**src/rtl/display_scheduler_if.sv**
```systemverilog
// Message-source inputs and scan outputs of the 4-digit display scheduler.
// master drives the message sources, slave is the scheduler itself.
interface display_scheduler_if;
   logic [1:0] estado;
   logic [3:0] produto;
   logic [3:0] valor_moedas;
   logic       err_req;
   logic [3:0] err_id;
   logic [3:0] digit_code;
   logic [3:0] digit_sel;
   logic       frame_tick;
   logic [1:0] src;
   logic       err_busy;

   modport master (
      output estado, produto, valor_moedas, err_req, err_id,
      input  digit_code, digit_sel, frame_tick, src, err_busy
   );

   modport slave (
      input  estado, produto, valor_moedas, err_req, err_id,
      output digit_code, digit_sel, frame_tick, src, err_busy
   );
endinterface

```
**src/rtl/display_scheduler.sv**
```systemverilog
// Composes, commits at frame boundaries, and scans the 4-digit vending display.
// Optional macro BLINK_ERROR_EN blanks every odd error frame so the banner blinks.
//
// Error FSM states:
//   state  | meaning
//   S_IDLE | no error banner; frames follow estado
//   S_HOLD | error banner owns the display until the hold count expires
module display_scheduler #(
   parameter int SCAN_DIV = 50000,
   parameter int MSG_HOLD = 100
) (
   input  logic               clk,
   input  logic               rst_n,
   display_scheduler_if.slave bus
);
   localparam int PW = (SCAN_DIV > 1) ? $clog2(SCAN_DIV) : 1;
   localparam int HW = $clog2(MSG_HOLD + 1);
   localparam logic [PW-1:0] PRESC_LAST = PW'(SCAN_DIV - 1);
   localparam logic [HW-1:0] HOLD_INIT  = HW'(MSG_HOLD);
   localparam logic [HW-1:0] HOLD_ONE   = HW'(1);

   typedef enum logic {
      S_IDLE = 1'b0,
      S_HOLD = 1'b1
   } err_state_t;

   err_state_t       state_q, state_d;
   logic [PW-1:0]    presc_q, presc_d;
   logic [1:0]       slot_q, slot_d;
   logic [3:0]       sel_q, sel_d;
   logic [3:0][3:0]  fb_q, fb_d;
   logic [1:0]       src_q, src_d;
   logic [HW-1:0]    cnt_q, cnt_d;
   logic             shown_q, shown_d;
   logic [3:0]       eid_q, eid_d;

   logic             wrap;
   logic             frame_tick;
   logic             expire;
   logic             err_show;
   logic [3:0]       err_digit;
   logic [3:0][3:0]  msg;
   logic [1:0]       msg_src;
   logic [7:0]       pc_w;
   logic [11:0]      cc_w;

   function automatic logic [7:0] prod_code(input logic [3:0] p);
      case (p)
         4'b0100: prod_code = 8'h10;
         4'b0101: prod_code = 8'h11;
         4'b1000: prod_code = 8'h20;
         4'b1001: prod_code = 8'h21;
         4'b1010: prod_code = 8'h22;
         4'b1011: prod_code = 8'h23;
         4'b1100: prod_code = 8'h30;
         4'b1101: prod_code = 8'h31;
         default: prod_code = 8'h00;
      endcase
   endfunction

   // {int, f1, f2}; credit above 8 quarters saturates at 2.00
   function automatic logic [11:0] credit_code(input logic [3:0] v);
      logic [3:0] n;
      logic [7:0] f;
      n = (v > 4'd8) ? 4'd8 : v;
      case (n[1:0])
         2'd0:    f = 8'h00;
         2'd1:    f = 8'h25;
         2'd2:    f = 8'h50;
         default: f = 8'h75;
      endcase
      credit_code = {2'b00, n[3:2], f};
   endfunction

   assign pc_w = prod_code(bus.produto);
   assign cc_w = credit_code(bus.valor_moedas);

`ifdef BLINK_ERROR_EN
   logic blank_q, blank_d;
`endif

   always_ff @(posedge clk or negedge rst_n) begin
      if (!rst_n) begin
         state_q <= S_IDLE;
         presc_q <= '0;
         slot_q  <= 2'd0;
         sel_q   <= 4'b0001;
         fb_q    <= {4'h8, 4'h6, 4'h9, 4'h0};
         src_q   <= 2'd0;
         cnt_q   <= '0;
         shown_q <= 1'b0;
         eid_q   <= 4'h0;
`ifdef BLINK_ERROR_EN
         blank_q <= 1'b0;
`endif
      end else begin
         state_q <= state_d;
         presc_q <= presc_d;
         slot_q  <= slot_d;
         sel_q   <= sel_d;
         fb_q    <= fb_d;
         src_q   <= src_d;
         cnt_q   <= cnt_d;
         shown_q <= shown_d;
         eid_q   <= eid_d;
`ifdef BLINK_ERROR_EN
         blank_q <= blank_d;
`endif
      end
   end

   always_comb begin
      state_d   = state_q;
      presc_d   = presc_q;
      slot_d    = slot_q;
      fb_d      = fb_q;
      src_d     = src_q;
      cnt_d     = cnt_q;
      shown_d   = shown_q;
      eid_d     = eid_q;
      msg       = {4'h8, 4'h6, 4'h9, 4'h0};
      msg_src   = 2'd0;
      expire    = 1'b0;

      wrap       = (presc_q == PRESC_LAST);
      presc_d    = wrap ? '0 : presc_q + PW'(1);
      slot_d     = wrap ? slot_q + 2'd1 : slot_q;
      frame_tick = wrap && (slot_q == 2'd3);
      sel_d      = 4'b0001 << slot_d;

      // The count only runs once the banner has really been committed, so
      // the hold spans exactly MSG_HOLD displayed frames.
      case (state_q)
         S_HOLD: begin
            if (frame_tick) begin
               if (shown_q) begin
                  cnt_d = cnt_q - HW'(1);
                  if (cnt_q == HOLD_ONE) begin
                     expire  = 1'b1;
                     state_d = S_IDLE;
                     shown_d = 1'b0;
                  end
               end else begin
                  shown_d = 1'b1;
               end
            end
         end
         default: ;
      endcase

      if (bus.err_req) begin
         state_d = S_HOLD;
         cnt_d   = HOLD_INIT;
         shown_d = frame_tick;
         eid_d   = bus.err_id;
      end

      err_show  = bus.err_req || ((state_q == S_HOLD) && !expire);
      err_digit = bus.err_req ? bus.err_id : eid_q;

      if (err_show) begin
         msg     = {err_digit, 4'h0, 4'h4, 4'h6};
         msg_src = 2'd3;
      end else begin
         case (bus.estado)
            2'b01: begin
               msg_src = 2'd1;
               if (bus.produto == 4'hF) begin
                  msg = {4'h4, 4'h0, 4'h4, 4'h6};
               end else begin
                  msg = {4'hF, 4'hF, pc_w[3:0], pc_w[7:4]};
               end
            end
            2'b10: begin
               if (bus.valor_moedas == 4'd0) begin
                  msg_src = 2'd1;
                  msg     = {4'hF, 4'hF, pc_w[3:0], pc_w[7:4]};
               end else begin
                  msg_src = 2'd2;
                  msg     = {cc_w[3:0], cc_w[7:4], 4'hA, cc_w[11:8]};
               end
            end
            default: ;
         endcase
      end

      if (frame_tick) begin
         fb_d  = msg;
         src_d = msg_src;
      end
   end

`ifdef BLINK_ERROR_EN
   // Parity restarts with the first error frame following a non-error frame.
   always_comb begin
      blank_d = blank_q;
      if (frame_tick) begin
         blank_d = (msg_src == 2'd3) && (src_q == 2'd3) && !blank_q;
      end
   end

   assign bus.digit_sel = blank_q ? 4'b0000 : sel_q;
`else
   assign bus.digit_sel = sel_q;
`endif

   assign bus.digit_code = fb_q[slot_q];
   assign bus.frame_tick = frame_tick;
   assign bus.src        = src_q;
   assign bus.err_busy   = (state_q == S_HOLD);

endmodule

```
**src/flat_wrapper.sv**
```systemverilog
// flat-port wrapper written by rule: the top's interface ports become plain ports
module display_scheduler_flat 
#(
   parameter int SCAN_DIV = 50000,
   parameter int MSG_HOLD = 100
)
  (clk, rst_n, bus_estado, bus_produto, bus_valor_moedas, bus_err_req, bus_err_id, bus_digit_code, bus_digit_sel, bus_frame_tick, bus_src, bus_err_busy);
  display_scheduler_if bus_i ();
  input  logic clk;
  input  logic rst_n;
  input wire logic [$bits(bus_i.estado)-1:0] bus_estado;
  input wire logic [$bits(bus_i.produto)-1:0] bus_produto;
  input wire logic [$bits(bus_i.valor_moedas)-1:0] bus_valor_moedas;
  input wire logic [$bits(bus_i.err_req)-1:0] bus_err_req;
  input wire logic [$bits(bus_i.err_id)-1:0] bus_err_id;
  output wire logic [$bits(bus_i.digit_code)-1:0] bus_digit_code;
  output wire logic [$bits(bus_i.digit_sel)-1:0] bus_digit_sel;
  output wire logic [$bits(bus_i.frame_tick)-1:0] bus_frame_tick;
  output wire logic [$bits(bus_i.src)-1:0] bus_src;
  output wire logic [$bits(bus_i.err_busy)-1:0] bus_err_busy;
  assign bus_i.estado = bus_estado;
  assign bus_i.produto = bus_produto;
  assign bus_i.valor_moedas = bus_valor_moedas;
  assign bus_i.err_req = bus_err_req;
  assign bus_i.err_id = bus_err_id;
  assign bus_digit_code = bus_i.digit_code;
  assign bus_digit_sel = bus_i.digit_sel;
  assign bus_frame_tick = bus_i.frame_tick;
  assign bus_src = bus_i.src;
  assign bus_err_busy = bus_i.err_busy;
  display_scheduler #(.SCAN_DIV(SCAN_DIV), .MSG_HOLD(MSG_HOLD)) u_core (.clk(clk), .rst_n(rst_n), .bus(bus_i));
endmodule
```
**config.mk**
```make
export PLATFORM = sky130hd
export DESIGN_NAME = display_scheduler_flat
export DESIGN_NICKNAME = d
export VERILOG_FILES = /design/src/rtl/display_scheduler_if.sv /design/src/rtl/display_scheduler.sv /design/src/flat_wrapper.sv
export SDC_FILE = /design/constraint.sdc
export NUM_CORES = 1
export LEC_CHECK = 0
export ABC_AREA = 1
export BUFFER_PORTS_ARGS = -buffer_cell sky130_fd_sc_hd__buf_2
export CORE_MARGIN = 1
export CORE_UTILIZATION = 40
export DETAILED_ROUTE_END_ITERATION = 8
export GPL_TIMING_DRIVEN = 0
export MAX_ROUTING_LAYER = met4
export SYNTH_ARGS = -nofsm -noshare
export SYNTH_HDL_FRONTEND = slang
export SYNTH_SLANG_ARGS = --single-unit
```
**constraint.sdc**
```tcl
create_clock -name clk -period 1.37 [get_ports clk]
set_clock_uncertainty 0.1 [all_clocks]
set_input_delay 0.0685 -clock clk [delete_from_list [all_inputs] [get_ports clk]]
set_output_delay 0.0685 -clock clk [all_outputs]
set_load 0.02 [all_outputs]
```
==> summary.txt <==
Global route
  – Met3 Resource Use GR: 2.71%
  – Initial antenna violation count: 0
  – GRT Max-Usage Layer: met2
  – Total track usage: 19.7%
  – First-pass GRT wire length: 11700 µm
  – Vias in the first global route: 2575
  – Largest net degree at the start of global routing: 52
  – Total global routing overflow: 0
  – Met1 Use GR: 25.6%
  – GR met2 Demand/Resource: 32.0%

Floorplanning
  – Io pins: 29
  – Die Area: 0.00786 mm²
  – Starting Density: 41.4%
  – Chip width: 88.7 µm
  – Cell Rows: 31
  – CORE AREA: 0.00725 mm²
  – DIE HEIGHT: 88.7 µm

STA
  – Setup ws final: -0.274 ns
  – Slew HR: 24.0%
  – Fin. Hold Viols: 45
  – Final setup violation count: 51
  – Crit path time final: 1.64 ns
  – Fmax: 608 MHz
  – Final period utilization: 120%
  – Final Max Slew Viols: 0
  – Actual slew at the worst max-slew pin: 1.14 ns
  – Hold WS: -0.123 ns
  – RSZ-0062 raised after global routing: true

Power
  – Cell Pwr Density: 776 mW/mm²
  – Peak supply drop: 0.441 mV
  – Tot Pwr: 3230 µW
  – Leakage: 0.00202 µW

Setup path
  – Setup Crit Path Kind: reg2out
  – Worst path required time: 1.20 ns
  – Setup crit start kind: flip-flop
  – Reg2reg start: u_core.presc_q[1]
  – Crit. Startpoint: u_core.presc_q[1]
  – Worst-path maximum fanout: 3
  – Crit path arrival time: 1.48 ns
  – Crit end category: output port

Run
  – Max-cap violations: 0

Layout
  – Final instance area: 0.00416 mm²
  – Layout cells sized above 1: 41.0%
  – Post-route insts no fill: 572
  – Reg area: 0.00130 mm²
  – Multi-input logic area: 0.00187 mm²
  – Fin nets: 495
  – # diodes: 0
  – Final core utilization: 57.4%
  – P&R area growth vs syn: 38.5%
  – FILL cells: 691

Place
  – Routability cong.: 0.836
  – Final HPWL DP: 4990 µm
  – Pre-CTS WS: -0.282 ns
  – PortBufs: 28
  – Cell area after placement: 0.00337 mm²
  – Total placed cells including tap cells: 528

Clock tree
  – CTS Sinks: 51
  – Clock Tree Buf Depth: 2
  – Clock transition at path regs: 0.10 ns
  – Clk_lat worst skew: 0.31 ns
  – TritonCTS Buffers: 5
  – H-tree levels: 2
  – Root Driver: clkbuf_8
  – Hold buffer count at CTS: 3
  – CTS tree: built

Status
  – Outcome: finished with violations
  – Failing checks: negative hold slack, negative setup slack

Detailed routing
  – Average via count per standard cell: 5.01
  – Routed vias: 2868
  – Final ANT Viol Nets: 0
  – DRT Pass-1 Iters: 4
  – Final wirelength: 7680 µm
  – Initial drt markers: 132
  – Drt drc: 0
  – Routed len/inst: 13.4 µm

Logic synthesis
  – Syn Inst Count: 401
  – Yosys warning count: 0
  – Sequential area share after synthesis: 42.7%
  – Avg Cell Area, Syn: 7.49 µm²
  – Syn_nets: 424
  – Post-Syn Area: 0.00301 mm²
  – Count of cell types in the netlist: 34
  – Post-synthesis sequential element count: 51

Worst hold path
  – Hold crit path type: in2async
-- state kept, by name (all words and copies together), names as in the netlist --
signal / cells
u_core.cnt_q: 7
u_core.fb_q: 14
u_core.eid_q: 4
u_core.bus.err_busy: 1
u_core.presc_q: 16
u_core.bus.digit_sel: 4
u_core.bus.src: 2
u_core.slot_q: 2
u_core.shown_q: 1
-- critical path, stage by stage (launching register included) --
cell and delay (ns):
dfrtp_1 0.41, ha_4 0.17, nand2_4 0.06, inv_4 0.08, nand2_8 0.07, nor2_4 0.11
nand3_4 0.09, inv_2 0.07, buf_6 0.11
-- cells by family after synthesis --
family | count (synthesis) | synth area share, %
compound gates | 52 | 10.1
xor+xnor | 3 | 0.874
fa+ha+maj | 6 | 2.50
buf+inv | 66 | 8.78
flops | 51 | 42.7
simple gates | 223 | 35.0
-- Yosys cell counts --
library cell  count  area share (%)
a211oi_1          1            0.25
a21o_1            2            0.50
a21oi_1          12             2.0
a22oi_1           2            0.50
a22oi_2           1            0.42
a31oi_1           2            0.42
buf_2             1            0.17
buf_6             2            0.75
clkbuf_1          2            0.25
clkinv_1          2            0.25
dfrtp_1          45              37
dfstp_2           6             5.2
ha_1              6             2.5
inv_1            53             6.6
inv_2             6            0.75
nand2_1          96              12
nand2_2           6             1.2
nand3_1          36             6.0
nand3_2           1            0.33
nand3_4           2             1.2
nand4_1          13             2.7
nand4_2           1            0.42
nor2_1           46             5.7
nor2_2           11             2.3
nor2_4            3             1.1
nor2_8            1            0.67
nor3_1            3            0.50
o21ai_0          21             3.5
o21ai_1           4            0.67
o21ai_2           4             1.2
o21bai_1          2            0.50
o22ai_1           1            0.21
or2_2             4            0.83
xor2_1            3            0.87
-- metal layers --
metal | routed length (µm) | vias up | share of wire, %
met1 | 3520 | 1381 | 46
li1 | - | 1426 | -
met3 | 201 | 9 | 2.6
met4 | 104 | 0 | 1.4
met5 | 0 | - | 0
met2 | 3860 | 52 | 50
-- report_power, final --
part | internal [µW] | switching, µW
registers | 1550 | 40.3
clock network | 729 | 540
logic | 141 | 235
-- cells in the final DEF, fill, tap and decap left out, types with 6 or more instances in the layout --
master   count
a21oi_1      9
nand3_1     19
o21ai_0     10
nor2_1      34
inv_2       15
buf_4       27
dfrtp_2     11
o21ai_1     13
nand2_4      6
inv_1       42
nand4_1     13
dfrtp_1     34
nand2_2      7
nand2_1     88
buf_2       24
nor2_2       8
nor2_4      18
nand3_2     15
buf_6       12
dfstp_2      6
-- final timing paths --
path                            cells after the start            endpoint  slack, ns
max in group asynchronous                           1     u_core.cnt_q[0]       0.51
worst max-delay path                                8      bus_frame_tick      -0.27
min in group clk                                    4     u_core.eid_q[2]       0.03
worst max register to register                     10      u_core.fb_q[0]      -0.27
worst min-delay path                                1  u_core.presc_q[10]      -0.12
worst min register to register                      2      u_core.fb_q[4]       0.38
-- area by class of cell --
type / count / area share (%)
Buffer: 5 / 0.842
Clock buffer: 5 / 1.65
Clock inverter: 3 / 1.62
Inverter: 61 / 5.65
Multi-Input combinational cell: 284 / 44.8
Sequential cell: 51 / 31.2
Tap cell: 99 / 2.98
Timing Repair Buffer: 63 / 11.1
Timing Repair inverter: 1 / 0.180
-- through the flow --
step                hold WS (ns)  TNS (ns)
finish                    -0.123     -8.58
global route             -0.0329    -12.68
CTS                      -0.0841     -7.80
detailed placement         0.207     -7.56
global placement           0.212     -6.86
floorplan                 -0.327     -1.53
-- what timing repair did --
| item | CTS | global route |
|---|---|---|
| gates cloned | 1 | 0 |
| setup endpoints to repair | 48 | 51 |
| gates resized for setup | 69 | 47 |
| endpoints found under the hold margin | 48 | 45 |
| setup buffers | 15 | 19 |
| pin swaps | 17 | 9 |
Note: power is estimated with default switching activity, not from simulation.
